==> src/rtl/keypad_scanner_4x4.sv <==
// 4x4 matrix keypad scanner: column strobe, row synchronizer, scan-level debounce, hex key shift register.
// Optional auto-repeat while a key is held is built only when KEYPAD_AUTOREPEAT_EN is defined.
module keypad_scanner_4x4 #(
  parameter int SCAN_DIV       = 4,
  parameter int DEBOUNCE_SCANS = 2
`ifdef KEYPAD_AUTOREPEAT_EN
  ,
  parameter int REPEAT_SCANS   = 8
`endif
) (
  input  logic        clk,
  input  logic        rst_n,
  input  logic [3:0]  row_n,
  input  logic        clear,
  output logic [3:0]  col,
  output logic        key_valid,
  output logic [3:0]  key_code,
  output logic [15:0] value,
  output logic [1:0]  dbg_state
);

  localparam int DW = (SCAN_DIV > 1) ? $clog2(SCAN_DIV) : 1;
  localparam int CW = $clog2(DEBOUNCE_SCANS + 1);
  localparam logic [DW-1:0] DWELL_LAST = DW'(SCAN_DIV - 1);

  typedef enum logic [1:0] {
    IDLE     = 2'd0,
    DEBOUNCE = 2'd1,
    PRESSED  = 2'd2
  } state_t;

  // Handshake: key_valid is a one-cycle strobe with no ready; key_code and
  // value are already updated in the same cycle key_valid is high.

  state_t        state;
  logic [3:0]    row_meta;
  logic [3:0]    row_sync;
  logic [3:0]    rows_s;
  logic [DW-1:0] dwell;
  logic [1:0]    col_idx;
  logic          sample;
  logic          scan_end;
  logic          col_hit;
  logic [1:0]    hit_row;
  logic          seen;
  logic [3:0]    seen_code;
  logic          res_valid;
  logic [3:0]    res_code;
  logic [3:0]    cand;
  logic [CW-1:0] db_cnt;
  logic [CW-1:0] rel_cnt;
  logic          accept;
  logic          rep_fire;
  logic          emit;
  logic [3:0]    emit_code;

  // Synchronizer idles at "no key" so reset never looks like a press.
  always_ff @(posedge clk or negedge rst_n) begin
    if (!rst_n) begin
      row_meta <= 4'hF;
      row_sync <= 4'hF;
    end else begin
      row_meta <= row_n;
      row_sync <= row_meta;
    end
  end

  assign rows_s = ~row_sync;

  always_ff @(posedge clk or negedge rst_n) begin
    if (!rst_n) begin
      dwell   <= '0;
      col_idx <= 2'd0;
    end else if (dwell == DWELL_LAST) begin
      dwell   <= '0;
      col_idx <= col_idx + 2'd1;
    end else begin
      dwell <= dwell + 1'b1;
    end
  end

  assign col       = 4'b0001 << col_idx;
  assign sample    = (dwell == DWELL_LAST);
  assign scan_end  = sample && (col_idx == 2'd3);
  assign dbg_state = state;

  always_comb begin
    col_hit = |rows_s;
    hit_row = 2'd0;
    for (int r = 3; r >= 0; r--) begin
      if (rows_s[r]) hit_row = 2'(r);
    end
  end

  // The current column's sample is folded in so the last column counts at scan end.
  assign res_valid = seen | col_hit;
  assign res_code  = seen ? seen_code : {hit_row, col_idx};

  always_ff @(posedge clk or negedge rst_n) begin
    if (!rst_n) begin
      seen      <= 1'b0;
      seen_code <= 4'h0;
    end else if (sample) begin
      if (scan_end) begin
        seen      <= 1'b0;
        seen_code <= 4'h0;
      end else if (!seen && col_hit) begin
        seen      <= 1'b1;
        seen_code <= {hit_row, col_idx};
      end
    end
  end

  always_comb begin
    accept = 1'b0;
    if (scan_end && res_valid) begin
      case (state)
        IDLE:     accept = (DEBOUNCE_SCANS <= 1);
        DEBOUNCE: accept = (res_code == cand) && (int'(db_cnt) + 1 >= DEBOUNCE_SCANS);
        default:  accept = 1'b0;
      endcase
    end
  end

`ifdef KEYPAD_AUTOREPEAT_EN
  localparam int RW = $clog2(REPEAT_SCANS + 1);
  logic [RW-1:0] rep_cnt;

  assign rep_fire = scan_end && (state == PRESSED) && res_valid &&
                    (int'(rep_cnt) + 1 >= REPEAT_SCANS);
`else
  assign rep_fire = 1'b0;
`endif

  assign emit      = accept | rep_fire;
  assign emit_code = (state == PRESSED) ? cand : res_code;

  always_ff @(posedge clk or negedge rst_n) begin
    if (!rst_n) begin
      state     <= IDLE;
      cand      <= 4'h0;
      db_cnt    <= '0;
      rel_cnt   <= '0;
      key_valid <= 1'b0;
      key_code  <= 4'h0;
      value     <= 16'h0000;
`ifdef KEYPAD_AUTOREPEAT_EN
      rep_cnt   <= '0;
`endif
    end else begin
      key_valid <= emit;
      if (emit) key_code <= emit_code;

      // Clear beats a same-cycle push; the push is dropped.
      if (clear) begin
        value <= 16'h0000;
      end else if (emit) begin
        value <= {value[11:0], emit_code};
      end

      if (scan_end) begin
        case (state)
          IDLE: begin
            if (res_valid) begin
              cand <= res_code;
              if (accept) begin
                state   <= PRESSED;
                rel_cnt <= '0;
`ifdef KEYPAD_AUTOREPEAT_EN
                rep_cnt <= '0;
`endif
              end else begin
                state  <= DEBOUNCE;
                db_cnt <= CW'(1);
              end
            end
          end
          DEBOUNCE: begin
            if (!res_valid) begin
              state  <= IDLE;
              db_cnt <= '0;
            end else if (res_code != cand) begin
              cand   <= res_code;
              db_cnt <= CW'(1);
            end else if (accept) begin
              state   <= PRESSED;
              db_cnt  <= '0;
              rel_cnt <= '0;
`ifdef KEYPAD_AUTOREPEAT_EN
              rep_cnt <= '0;
`endif
            end else begin
              db_cnt <= db_cnt + 1'b1;
            end
          end
          PRESSED: begin
            if (res_valid) begin
              rel_cnt <= '0;
            end else if (int'(rel_cnt) + 1 >= DEBOUNCE_SCANS) begin
              state   <= IDLE;
              rel_cnt <= '0;
            end else begin
              rel_cnt <= rel_cnt + 1'b1;
            end
`ifdef KEYPAD_AUTOREPEAT_EN
            if (int'(rep_cnt) + 1 >= REPEAT_SCANS) begin
              rep_cnt <= '0;
            end else begin
              rep_cnt <= rep_cnt + 1'b1;
            end
`endif
          end
          default: state <= IDLE;
        endcase
      end
    end
  end

endmodule

==> config.mk <==
export PLATFORM = sky130hd
export DESIGN_NAME = keypad_scanner_4x4
export DESIGN_NICKNAME = d
export VERILOG_FILES = /design/src/rtl/keypad_scanner_4x4.sv
export SDC_FILE = /design/constraint.sdc
export NUM_CORES = 1
export LEC_CHECK = 0
export CORE_MARGIN = 3
export CORE_UTILIZATION = 45
export CTS_CLUSTER_DIAMETER = 30
export DETAILED_ROUTE_END_ITERATION = 8
export PLACE_DENSITY_LB_ADDON = 0.3
export SYNTH_ARGS = -nofsm -noshare
export SYNTH_HDL_FRONTEND = slang
export SYNTH_SLANG_ARGS = --single-unit
==> constraint.sdc <==
create_clock -name clk -period 4.8 [get_ports clk]
set_input_delay 0.48 -clock clk [delete_from_list [all_inputs] [get_ports clk]]
set_output_delay 0.48 -clock clk [all_outputs]
set_load 0.05 [all_outputs]
==> impl_summary.txt, run 1 <==
----------------------------------------------------
[Cells and area]
  Antenna cell count ... 0
  Post-Layout Inst Area ... 2810 um^2
  Fraction of final layout cells sized beyond drive strength 1 ... 0.112
  Commonest non-fill, non-tap cell in the layout ... sky130_fd_sc_hd__dfrtp_1
  End-of-flow core utilization ... 0.575
  Leading cell types in the layout, fill and taps excluded ... 40 x sky130_fd_sc_hd__dfrtp_1, 32 x sky130_fd_sc_hd__clkdlybuf4s50_1, 23 x sky130_fd_sc_hd__nand2b_1
  Synth-to-Final Area Change ... 19.2%
  Total Nets Final ... 255

[Floorplan]
  Placement Rows ... 25
  Core area ... 4880 um^2
  Initial standard-cell utilization of the core ... 0.482
  Number of top-level pins ... 34
  Die span in x ... just under 80 um
  Die area ... between 6000 and 7000 um^2
  Die outline height ... between 70 and 80 um

[Timing]
  Sum of negative setup slack ... 0 ps
  Max Fclk ... 398 MHz
  Shortest period the worst path allows ... about 2500 ps
  Setup repair after global routing missed its margin ... no
  Worst-margin pin slew ... ~1000 ps
  Max-slew headroom ... 0.311
  Final Hold Vio Count ... 0
  Final count of pins violating max slew ... 0
  # setup viols final ... 0
  Tightest hold margin ... about 350 ps
  Post-route clock skew ... 8.46 ps
  Tcrit/Tclk final ... 0.524

[Clock network]
  Buffers inserted by post-CTS timing repair ... 0
  Root buffer cell ... sky130_fd_sc_hd__clkbuf_8
  CTS Sinks ... 48
  Clock slew at reported path FFs ... about 90 ps
  Post-CTS Hold Buffers ... 0
  Cts repair resizes ... 0
  Clock insertion delay at the later pin of the skew report ... approximately 300 ps
  TritonCTS clock tree ... built
  Clock buffer depth ... 2
  Number of buffers inserted during clock tree synthesis ... 5
  Number of levels the H-tree was split into ... 2

[Place]
  Final Wtd Congestion ... roughly 0.87
  Count of port buffers added during placement ... 33
  HPWL after DPL ... between 3000 and 4000 um
  Area of placed instances ... about 2700 um^2

[Setup path]
  R2r setup slk ... between 2000 and 2500 ps
  Critical setup path kind ... reg2reg
  Critical path capture point type ... flip-flop
  CP Depth ... 6
  Critical R2R Launch ... seen$_DFFE_PN0P_
  Source of the critical timing path ... seen$_DFFE_PN0P_
  Critical Path RT ... 5010 ps
  Signal arrival time at the worst endpoint ... ~2700 ps
  Cell class contributing the biggest share of worst-path delay ... multiplexers
  Capturing point of the worst reg2reg path ... key_code[0]$_DFFE_PN0P_
  Number of cells traversed by the worst register-to-register path ... 6
  Critical path peak fanout ... 23
  Setup crit end ... key_code[0]$_DFFE_PN0P_
  Most Frequent Cell on Critical Path ... sky130_fd_sc_hd__mux2i_1
  Critical path buffer and inverter count ... 1
  Critical Path Source Type ... flip-flop
  Slowest cell on the critical path ... sky130_fd_sc_hd__dfrtp_1
  CP cell instances ... mux2i_1 > xnor2_1 > or2_1 > nor4_4 > buf_4 > mux2i_1
  Maximum cell stage delay along the critical path ... 630 ps

[Routing]
  Drt first pass iters ... 4
  Iteration-0 DRC Markers ... 94
  DRC violations left ... 0
  Total detailed-routing wirelength ... between 4000 and 5000 um
  Mean routed wirelength per cell ... between 10 and 15 um
  Total number of vias ... around 1600
  Vias per cell ... 5.11
  Final ANT Viol Nets ... 0

[Synth]
  Post-synthesis instance total ... ~210
  Post-synthesis average cell area ... between 10 and 15 um^2
  Number of enable-type register cells in the synthesized netlist ... 0
  Sequential element share of the synthesized area ... 0.515
  Share of flip-flops with an asynchronous set or reset ... 1.00
  Count of unique library cells instantiated by Yosys ... 42
  Parity-gate share of the synthesized area counting xor and xnor cells ... 0.0255
  Synthesized-area fraction occupied by ao, oa, aoi and oai cells ... 0.116
  Register bit count reported by yosys ... between 40 and 50
  Combinational family with the most area after synthesis ... simple AND/OR/NAND/NOR gates
  Number of warning messages in the yosys log ... 0
  Synth Flop Type ... sky130_fd_sc_hd__dfrtp_1
  Share of synthesized cell area in and, or, nand and nor gates ... 0.153
  Cell Area, Synth ... 2350 um^2
  Adder-cell area share of the yosys netlist ... 0.0425
  Number of nets produced by synthesis ... between 200 and 250
  Multiplexer share of the synthesized area ... 0.0989

[Pwr]
  Standby leakage power ... ~1.1 nW
  Largest vdd supply drop ... ~0.26 mV
  Power, Total ... about 0.00096 W
  Power per standard cell area ... between 300 and 400 nW/um^2

[GRT]
  Overall global routing resource usage ... 0.151
  Overflow left after global routing ... 0
  First-pass GRT wire length ... 7310 um
  Antenna violations before repair ... 0
  Pin count of the biggest net entering global routing ... 49
  Number of global-route vias before repair ... 1531

[Hold path]
  Classification of the worst-slack hold path ... in2async

[Status]
  Status ... completed

[Flow run]
  Number of max-cap violations ... 0

----------------------------------------------------
cell usage after synthesis (all sizes together), types with 3 or more instances:
| library cell | number | share of area |
|---|---|---|
| xnor2 | 4 | 0.015 |
| buf | 4 | 0.019 |
| mux2i | 22 | 0.099 |
| a21oi | 7 | 0.015 |
| dfrtp | 40 | 0.43 |
| dfstp | 8 | 0.089 |
| or2 | 4 | 0.011 |
| clkbuf | 4 | 0.0064 |
| nor2b | 3 | 0.0080 |
| o21ai | 7 | 0.015 |
| nor2 | 8 | 0.013 |
| a31oi | 5 | 0.016 |
| nand2 | 8 | 0.013 |
| inv | 15 | 0.024 |
| o41ai | 4 | 0.015 |
| nand2b | 23 | 0.061 |
| ha | 8 | 0.043 |
| o31ai | 5 | 0.018 |
| nor3 | 3 | 0.0064 |
worst min path at each step:
stage                                startpoint               endpoint  slack (ps)  cells after the start
after detailed placement  row_meta[0]$_DFF_PN1_  row_sync[0]$_DFF_PN1_         350                      0
after CTS                 row_meta[2]$_DFF_PN1_  row_sync[2]$_DFF_PN1_         360                      0
after global routing      row_meta[2]$_DFF_PN1_  row_sync[2]$_DFF_PN1_         360                      0
after global placement    row_meta[0]$_DFF_PN1_  row_sync[0]$_DFF_PN1_         350                      0
final                                     rst_n     dwell[1]$_DFF_PN0_         350                      1
after floorplan                           rst_n    cand[0]$_DFFE_PN0P_         180                      0
flip-flops by register name, indices dropped and copies added, names as in the netlist:
name,cells
key_valid,1
cand,4
db_cnt,2
rel_cnt,2
col_idx,2
seen,1
seen_code,4
row_sync,4
dwell,2
key_code,4
dbg_state,2
row_meta,4
value,16
worst register-to-register path, delay by kind of cell (launching register included):
family	cells	cell delay, ps
flops	1	630
buf+inv	1	370
simple gates	2	630
mux	2	650
xor+xnor	1	150
layer usage:
metal	up-vias	global-route usage	routed length (um)
li1	781	-	-
met1	761	0.207	1990
met2	26	0.233	2000
met3	6	0.0356	154
met4	0	0.0577	70
met5	-	0	0
stage by stage:
stage	cells	setup slack (ps)
after floorplan	207	2370
after global placement	300	2430
final	308	2290
after detailed placement	300	2320
after global routing	308	2060
after CTS	308	2260
cell families after synthesis:
kind of cell               Yosys count
adders and majority gates            8
xor gates and xnor gates             6
and+or+nand+nor                     61
muxes                               22
AOI/OAI and AO/OA                   39
buffers and inverters               23
DFF                                 48
layout make-up:
class	instances	area, um^2
clock buffers	6	82.6
clock inverters	2	13.8
fillers	438	2070
inverters	15	56.3
multi-input cells	136	1030
flip-flops and latches	48	1210
well taps	67	83.8
repair buffers	34	333
power breakdown:
| group | switching (W) | total (W) | internal, W |
|---|---|---|---|
| Sequential | 0.0000392 | 0.000480 | 0.000441 |
| Clock | 0.000135 | 0.000253 | 0.000118 |
| Combinational | 0.000138 | 0.000223 | 0.0000852 |
| Total | 0.000312 | 0.000957 | 0.000644 |
(Power assumes the default switching activity.)
==> run 2, diff against run 1 <==
==> constraint.sdc (replaced) <==
create_clock -name clk -period 2.3 [get_ports clk]
set_input_delay 0.23 -clock clk [delete_from_list [all_inputs] [get_ports clk]]
set_output_delay 0.23 -clock clk [all_outputs]
set_load 0.05 [all_outputs]
==> impl_summary.txt, run 2 (synthesized netlist as in run 1, its figures left out) <==
----------------------------------------------------
[Setup path]
  Number of cells traversed by the worst register-to-register path ... 6 (unchanged)
  Capturing point of the worst reg2reg path ... value[13]$_DFFE_PN0P_
  Critical path capture point type ... primary output
  Critical setup path kind ... reg2out
  Critical Path RT ... 2070 ps (-2940 ps)
  Critical R2R Launch ... seen$_DFFE_PN0P_
  Critical Path Source Type ... flip-flop
  Signal arrival time at the worst endpoint ... 1940 ps (-790 ps)
  Critical path peak fanout ... 7 (-70%)
  R2r setup slk ... 150 ps (-2140 ps)

[GRT]
  First-pass GRT wire length ... 7840 um (+7.3%)
  Overall global routing resource usage ... 0.162 (+0.0110)
  Global route hottest layer ... met2
  Overflow left after global routing ... 0 (unchanged)
  Routing usage on met2 ... 0.257 (+0.0240)
  Antenna violations before repair ... 0 (unchanged)
  Pin count of the biggest net entering global routing ... 26 (-47%)
  Number of global-route vias before repair ... 1612 (+5.3%)
  Met1 usage ... 0.219 (+0.0116)
  Met3 Resource Use GR ... 0.0367 (+0.00115)

[Cells and area]
  Antenna cell count ... 0 (unchanged)
  Reg with most FFs ... value
  Flip-flop count of the largest register after layout ... 16 (unchanged)
  End-of-flow core utilization ... 0.605 (+0.0297)
  Area of the multi-input gates ... 1050 um^2 (+2.2%)
  Number of fill cells ... 430 (-1.8%)
  Leading cell types in the layout, fill and taps excluded ... 39 x sky130_fd_sc_hd__dfrtp_1, 32 x sky130_fd_sc_hd__clkdlybuf4s50_1, 23 x sky130_fd_sc_hd__nand2b_1
  Total Nets Final ... 266 (+4.3%)
  Commonest non-fill, non-tap cell in the layout ... sky130_fd_sc_hd__dfrtp_1
  FF/Latch Area ... 1210 um^2 (+0.10%)
  Synth-to-Final Area Change ... 25.4%
  Fraction of final layout cells sized beyond drive strength 1 ... 0.159 (+0.0467)

[Hold path]
  Number of cells on the worst hold path ... 1
  Hold EP ... row_meta[2]$_DFF_PN1_
  Min-Delay Startpoint ... row_n[2]
  Classification of the worst-slack hold path ... in2reg

[Timing]
  Final count of pins violating max slew ... 0 (unchanged)
  Final Hold Vio Count ... 0 (unchanged)
  Post-route clock skew ... 8.82 ps (+0.366 ps)
  Sum of negative setup slack ... 0 ps (unchanged)
  # setup viols final ... 0 (unchanged)
  Worst-margin pin slew ... 549 ps (-484 ps)
  Max-slew headroom ... 0.634 (+0.323)
  Max Fclk ... about 460 MHz
  Shortest period the worst path allows ... approximately 2200 ps
  Tcrit/Tclk final ... 0.944
  Setup repair after global routing missed its margin ... no

[Clock network]
  Number of buffers inserted during clock tree synthesis ... 5 (unchanged)
  CTS Sinks ... 48 (unchanged)
  Clock buffer depth ... 2 (unchanged)
  Root buffer cell ... sky130_fd_sc_hd__clkbuf_8
  Number of levels the H-tree was split into ... 2 (unchanged)
  TritonCTS clock tree ... built
  Buffers inserted by post-CTS timing repair ... 0 (unchanged)
  Clock insertion delay at the later pin of the skew report ... 300 ps (about the same)
  Clock slew at reported path FFs ... 80 ps (about the same)

[Floorplan]
  Placement Rows ... 25 (unchanged)
  Die outline height ... 78.3 um (unchanged)
  Core area ... 4880 um^2 (unchanged)
  Initial standard-cell utilization of the core ... 0.482 (unchanged)
  Die span in x ... 78.3 um (unchanged)
  Die area ... 6130 um^2 (unchanged)
  Number of top-level pins ... 34 (unchanged)

[Status]
  Status ... completed

[Pwr]
  Clock Power Share ... 0.284 (+0.019)
  Sequential share of power ... 0.470 (-0.032)
  Cell-internal power ... 0.00144 W (+120%)
  Largest vdd supply drop ... 0.511 mV (+96%)
  Gate power share ... 0.246 (+0.013)
  Switching power of the nets ... 0.000654 W (+110%)
  Sw frac ... 0.312 (-0.0146)
  Standby leakage power ... 1.21 nW (+6.1%)
  Power per standard cell area ... 710 nW/um^2 (+110%)

[Place]
  Count of port buffers added during placement ... 33 (unchanged)
  HPWL after DPL ... 3250 um (+8.2%)
  Final Wtd Congestion ... 0.858 (-0.89%)

[Routing]
  DRC violations left ... 0 (unchanged)
  Final ANT Viol Nets ... 0 (unchanged)
  Drt first pass iters ... 4 (unchanged)
  Total detailed-routing wirelength ... 4530 um (+7.6%)
  Mean routed wirelength per cell ... 14.2 um (+3.8%)
  Iteration-0 DRC Markers ... 98 (+4.3%)
  Vias per cell ... 5.20 (+1.7%)
  Total number of vias ... 1658 (+5.3%)

[Flow run]
  Number of max-cap violations ... 0 (unchanged)

----------------------------------------------------
## run 2: layout make-up
cell class	instances	share of cell area
flip-flops and latches	48	0.411
multi-input cells	136	0.355
repair buffers	45	0.150
well taps	67	0.0284
clock buffers	6	0.0246
inverters	15	0.0191
clock inverters	2	0.0119
## run 2: metal layers
metal	routed length, um	up-vias
met5	0	-
li1	-	806
met3	157	8
met1	2140	814
met4	79	0
met2	2150	30
## run 2: what timing repair did
| item | 4_1_cts | 5_1_grt |
|---|---|---|
| gates resized for setup | 0 | 4 |
| hold buffers | 1 | 0 |
| endpoints found under the setup margin | 0 | 20 |
| hold endpoints to repair | 15 | 0 |
## run 2: worst max-delay path by stage
stage / startpoint / to / slack (ps) / cells past startpoint
floorplan: dbg_state[0]$_DFFE_PN0P_ / key_code[3]$_DFFE_PN0P_ / 70 / 6
global placement: seen$_DFFE_PN0P_ / value[11]$_DFFE_PN0P_ / 150 / 6
detailed placement: seen$_DFFE_PN0P_ / value[11]$_DFFE_PN0P_ / 60 / 6
CTS: seen$_DFFE_PN0P_ / value[13]$_DFFE_PN0P_ / 40 / 6
global route: seen$_DFFE_PN0P_ / key_code[1]$_DFFE_PN0P_ / 20 / 6
finish: col_idx[1]$_DFFE_PN0P_ / col[3] / 130 / 3
## run 2: power by group through the flow
stage               Clock, W  Combinational, W  Sequential, W
floorplan                  0          0.000280        0.00109
global placement           0          0.000499        0.00100
detailed placement         0          0.000506        0.00100
CTS                 0.000612          0.000510       0.000984
global route        0.000650          0.000564       0.000998
finish              0.000594          0.000516       0.000985
## run 2: stage by stage
step                worst slack, ps  hold slack (ps)  total power (W)  instances  cell area (um^2)
global placement                152              244          0.00150        310              2810
floorplan                      73.4            -65.6          0.00137        207              2360
CTS                            42.6              320          0.00211        319              2930
finish                          128              330          0.00210        319              2950
detailed placement             62.3              248          0.00151        310              2810
global route                   18.7              320          0.00221        319              2950
## run 2: worst max-delay path: stages, from the launching register on
cell and delay, ps:
sky130_fd_sc_hd__dfrtp_1 460, sky130_fd_sc_hd__ha_2 230, sky130_fd_sc_hd__buf_4 150, sky130_fd_sc_hd__clkdlybuf4s50_1 800
==> run 3, diff against run 2 <==
--- a/config.mk
+++ b/config.mk
@@ -5,11 +5,14 @@
 export SDC_FILE = /design/constraint.sdc
 export NUM_CORES = 1
 export LEC_CHECK = 0
+export ABC_AREA = 1
+export CAP_MARGIN = 20
 export CORE_MARGIN = 3
 export CORE_UTILIZATION = 45
 export CTS_CLUSTER_DIAMETER = 30
 export DETAILED_ROUTE_END_ITERATION = 8
 export PLACE_DENSITY_LB_ADDON = 0.3
+export SLEW_MARGIN = 0
 export SYNTH_ARGS = -nofsm -noshare
 export SYNTH_HDL_FRONTEND = slang
 export SYNTH_SLANG_ARGS = --single-unit
==> impl_summary.txt, run 3 <==
----------------------------------------------------
[Status]
  Status ... completed

[Clock network]
  Buffers inserted by post-CTS timing repair ... 0 (unchanged)
  Clock insertion delay at the later pin of the skew report ... 300 ps (about the same)
  Cts repair resizes ... 0 (unchanged)
  Clock buffer depth ... 2 (unchanged)
  Post-CTS Hold Buffers ... 0 (-1)
  Clock slew at reported path FFs ... 90 ps (about the same)
  Number of buffers inserted during clock tree synthesis ... 5 (unchanged)
  CTS Sinks ... 48 (unchanged)
  Number of levels the H-tree was split into ... 2 (unchanged)
  TritonCTS clock tree ... built
  Root buffer cell ... sky130_fd_sc_hd__clkbuf_8

[Cells and area]
  End-of-flow core utilization ... 0.598 (-0.00728)
  Fraction of final layout cells sized beyond drive strength 1 ... 0.120 (-0.0387)
  Reg with most FFs ... value
  Leading cell types in the layout, fill and taps excluded ... 99 x sky130_fd_sc_hd__nand2_1, 40 x sky130_fd_sc_hd__dfrtp_1, 32 x sky130_fd_sc_hd__clkdlybuf4s50_1
  Commonest non-fill, non-tap cell in the layout ... sky130_fd_sc_hd__nand2_1
  Synth-to-Final Area Change ... 22.5%
  Flip-flop count of the largest register after layout ... 16 (unchanged)
  Number of fill cells ... 412 (-4.2%)
  Total Nets Final ... 314 (+18%)
  Antenna cell count ... 0 (unchanged)

[Floorplan]
  Die span in x ... 76.4 um (-2.5%)
  Die area ... 5830 um^2 (-5.0%)
  Number of top-level pins ... 34 (unchanged)
  Initial standard-cell utilization of the core ... 0.488 (+0.00563)
  Core area ... 4560 um^2 (-6.5%)
  Placement Rows ... 24 (-4.0%)
  Die outline height ... 76.4 um (-2.5%)

[Routing]
  Iteration-0 DRC Markers ... 122 (+24%)
  Met1 Wirelength ... 2070 um (-3.5%)
  Mean routed wirelength per cell ... 11.1 um (-22%)
  Total number of vias ... 1763 (+6.3%)
  Met2 wire length ... 1740 um (-19%)
  DRC violations left ... 0 (unchanged)
  Met3 wirelength from detailed routing ... 196 um (+25%)
  Vias per cell ... 4.83 (-7.1%)
  Total detailed-routing wirelength ... 4060 um (-10%)
  Final ANT Viol Nets ... 0 (unchanged)
  Uppermost metal layer occupied by signal nets ... met4
  Drt first pass iters ... 4 (unchanged)

[Setup path]
  Slowest cell on the critical path ... sky130_fd_sc_hd__clkdlybuf4s50_1
  Critical setup path kind ... reg2out
  Critical Path RT ... 2070 ps (about the same)
  R2r setup slk ... 320 ps (+170 ps)
  Cell class contributing the biggest share of worst-path delay ... buffers and inverters
  Critical path buffer and inverter count ... 2 (unchanged)
  Critical R2R Launch ... col_idx[0]$_DFFE_PN0P_
  Critical path peak fanout ... 5 (-2)
  Signal arrival time at the worst endpoint ... 1820 ps (-120 ps)
  CP cell instances ... inv_1 > ha_1 > clkdlybuf4s50_1
  Number of cells traversed by the worst register-to-register path ... 9 (+3)
  Maximum cell stage delay along the critical path ... 800 ps (about the same)
  Critical path capture point type ... primary output
  Capturing point of the worst reg2reg path ... value[1]$_DFFE_PN0P_
  Critical Path Source Type ... flip-flop

[Synth]
  Sequential element share of the synthesized area ... 0.544 (+0.0292)
  Combinational family with the most area after synthesis ... simple AND/OR/NAND/NOR gates
  Synthesized-area fraction occupied by ao, oa, aoi and oai cells ... 0.0360 (-0.0799)
  Share of flip-flops with an asynchronous set or reset ... 1.00 (unchanged)
  Biggest area consumer among synthesized cells ... sky130_fd_sc_hd__dfrtp_1
  Adder-cell area share of the yosys netlist ... 0.0449 (+0.00241)
  Register bit count reported by yosys ... 48 (unchanged)
  Area contributors post-synth ... sky130_fd_sc_hd__dfrtp_1 45%, sky130_fd_sc_hd__nand2_1 17%, sky130_fd_sc_hd__dfstp_2 9.4%
  Most used standard cells in the synthesized netlist ... 99 x sky130_fd_sc_hd__nand2_1, 40 x sky130_fd_sc_hd__dfrtp_1, 31 x sky130_fd_sc_hd__nand3_1
  Multiplexer share of the synthesized area ... 0 (-0.0989)
  Synth Flop Type ... sky130_fd_sc_hd__dfrtp_1
  Parity-gate share of the synthesized area counting xor and xnor cells ... 0.00393 (-0.0216)
  Post-synthesis average cell area ... 8.53 um^2 (-25%)
  Share of synthesized cell area in and, or, nand and nor gates ... 0.315 (+0.161)
  Area fraction of the dominant cell type after synthesis ... 0.449 (+0.0241)
  Cell Area, Synth ... 2230 um^2 (-5.4%)
  Number of warning messages in the yosys log ... 0 (unchanged)
  Number of enable-type register cells in the synthesized netlist ... 0 (unchanged)
  Cell with the most instances after synthesis ... sky130_fd_sc_hd__nand2_1
  Post-synthesis instance total ... 261 (+26%)
  Count of unique library cells instantiated by Yosys ... 22 (-48%)
  Number of nets produced by synthesis ... 276 (+24%)

[Place]
  HPWL after DPL ... 3040 um (-6.5%)
  Count of port buffers added during placement ... 33 (unchanged)
  Final Wtd Congestion ... 0.801 (-6.6%)

[Flow run]
  Number of max-cap violations ... 0 (unchanged)

[GRT]
  Antenna violations before repair ... 0 (unchanged)
  Number of global-route vias before repair ... 1627 (+0.93%)
  Pin count of the biggest net entering global routing ... 43 (+65%)
  Overflow left after global routing ... 0 (unchanged)
  Overall global routing resource usage ... 0.149 (-0.0135)
  First-pass GRT wire length ... 7110 um (-9.2%)

[Timing]
  Tcrit/Tclk final ... 0.892 (-0.0518)
  Worst-margin pin slew ... 895 ps (+346 ps)
  Post-route clock skew ... 10.1 ps (+1.25 ps)
  Sum of negative setup slack ... 0 ps (unchanged)
  Max-slew headroom ... 0.403 (-0.231)
  # setup viols final ... 0 (unchanged)
  Shortest period the worst path allows ... 2050 ps (-119 ps)
  Setup repair after global routing missed its margin ... no
  Final count of pins violating max slew ... 0 (unchanged)
  Max Fclk ... 487 MHz (+5.8%)
  Final Hold Vio Count ... 0 (unchanged)

[Pwr]
  Power per standard cell area ... 709 nW/um^2 (-0.18%)
  Standby leakage power ... 1.38 nW (+14%)
  Largest vdd supply drop ... 0.586 mV (+15%)

[Hold path]
  Classification of the worst-slack hold path ... in2async

----------------------------------------------------
run 3: cell count changes in the layout (fill, tap and decap cells not counted), sizes merged, moves of 9 or more:
cell and change:
nand2 +99, nand3 +30, nand2b -23, mux2i -22, buf -9, inv +9
run 3: how the worst max path moves through the flow:
stage | from | endpoint | slack [ps] | cells after the start
2_1_floorplan | col_idx[0]$_DFFE_PN0P_ | value[5]$_DFFE_PN0P_ | 230 | 11
5_1_grt | col_idx[0]$_DFFE_PN0P_ | value[1]$_DFFE_PN0P_ | 130 | 9
4_1_cts | col_idx[0]$_DFFE_PN0P_ | col[2] | 230 | 3
6_report | col_idx[0]$_DFFE_PN0P_ | col[2] | 250 | 3
3_3_place_gp | dwell[0]$_DFF_PN0_ | value[0]$_DFFE_PN0P_ | 450 | 9
3_5_place_dp | col_idx[0]$_DFFE_PN0P_ | value[0]$_DFFE_PN0P_ | 330 | 9
run 3: through the flow:
stage | total power [W] | area (um^2) | hold slack, ps | setup slack, ps | std cells
2_1_floorplan | 0.00123 | 2230 | -65.6 | 232 | 261
3_3_place_gp | 0.00136 | 2620 | 346 | 446 | 357
3_5_place_dp | 0.00135 | 2620 | 347 | 334 | 357
4_1_cts | 0.00195 | 2730 | 80.0 | 233 | 365
5_1_grt | 0.00205 | 2730 | 125 | 128 | 365
6_report | 0.00193 | 2730 | 45.7 | 247 | 365
run 3: cell families (layout without fill, tap and decap cells):
logic type / after synthesis / in the layout
AO/OA/AOI/OAI: 16 / 16
XOR/XNOR: 1 / 1
buffers and inverters: 29 / 68
adder cells (fa/ha/maj): 8 / 8
AND/OR/NAND/NOR: 159 / 159
flip-flops: 48 / 48
run 3: cell type report:
| type | instances | area [um^2] | area share |
|---|---|---|---|
| clock buffers | 5 | 68.8 | 0.0252 |
| clock inverters | 3 | 42.5 | 0.0156 |
| inverters | 25 | 93.8 | 0.0344 |
| multi-input cells | 184 | 890 | 0.326 |
| flip-flops and latches | 48 | 1210 | 0.444 |
| well taps | 65 | 81.3 | 0.0298 |
| repair buffers | 35 | 340 | 0.125 |
run 3: routing by layer:
metal,GRT usage,vias up
met1,0.207,817
met4,0.0525,0
met2,0.224,38
li1,-,901
met3,0.0390,7
met5,0,-
run 3: where the power goes:
part | internal, W | leakage, nW | switching (W)
Clock | 0.000321 | 0.0541 | 0.000274
Sequential | 0.000901 | 0.627 | 0.0000426
Combinational | 0.000121 | 0.702 | 0.000272
run 3: worst reg2reg max path, stage by stage (launching register included):
cell and delay [ps]:
sky130_fd_sc_hd__dfrtp_1 450, sky130_fd_sc_hd__ha_1 230, sky130_fd_sc_hd__nand2_2 130, sky130_fd_sc_hd__clkinv_1 130, sky130_fd_sc_hd__nand2_1 90, sky130_fd_sc_hd__nor2_2 140
sky130_fd_sc_hd__nand4_4 230, sky130_fd_sc_hd__inv_2 270, sky130_fd_sc_hd__nand2_1 110, sky130_fd_sc_hd__a21oi_1 140
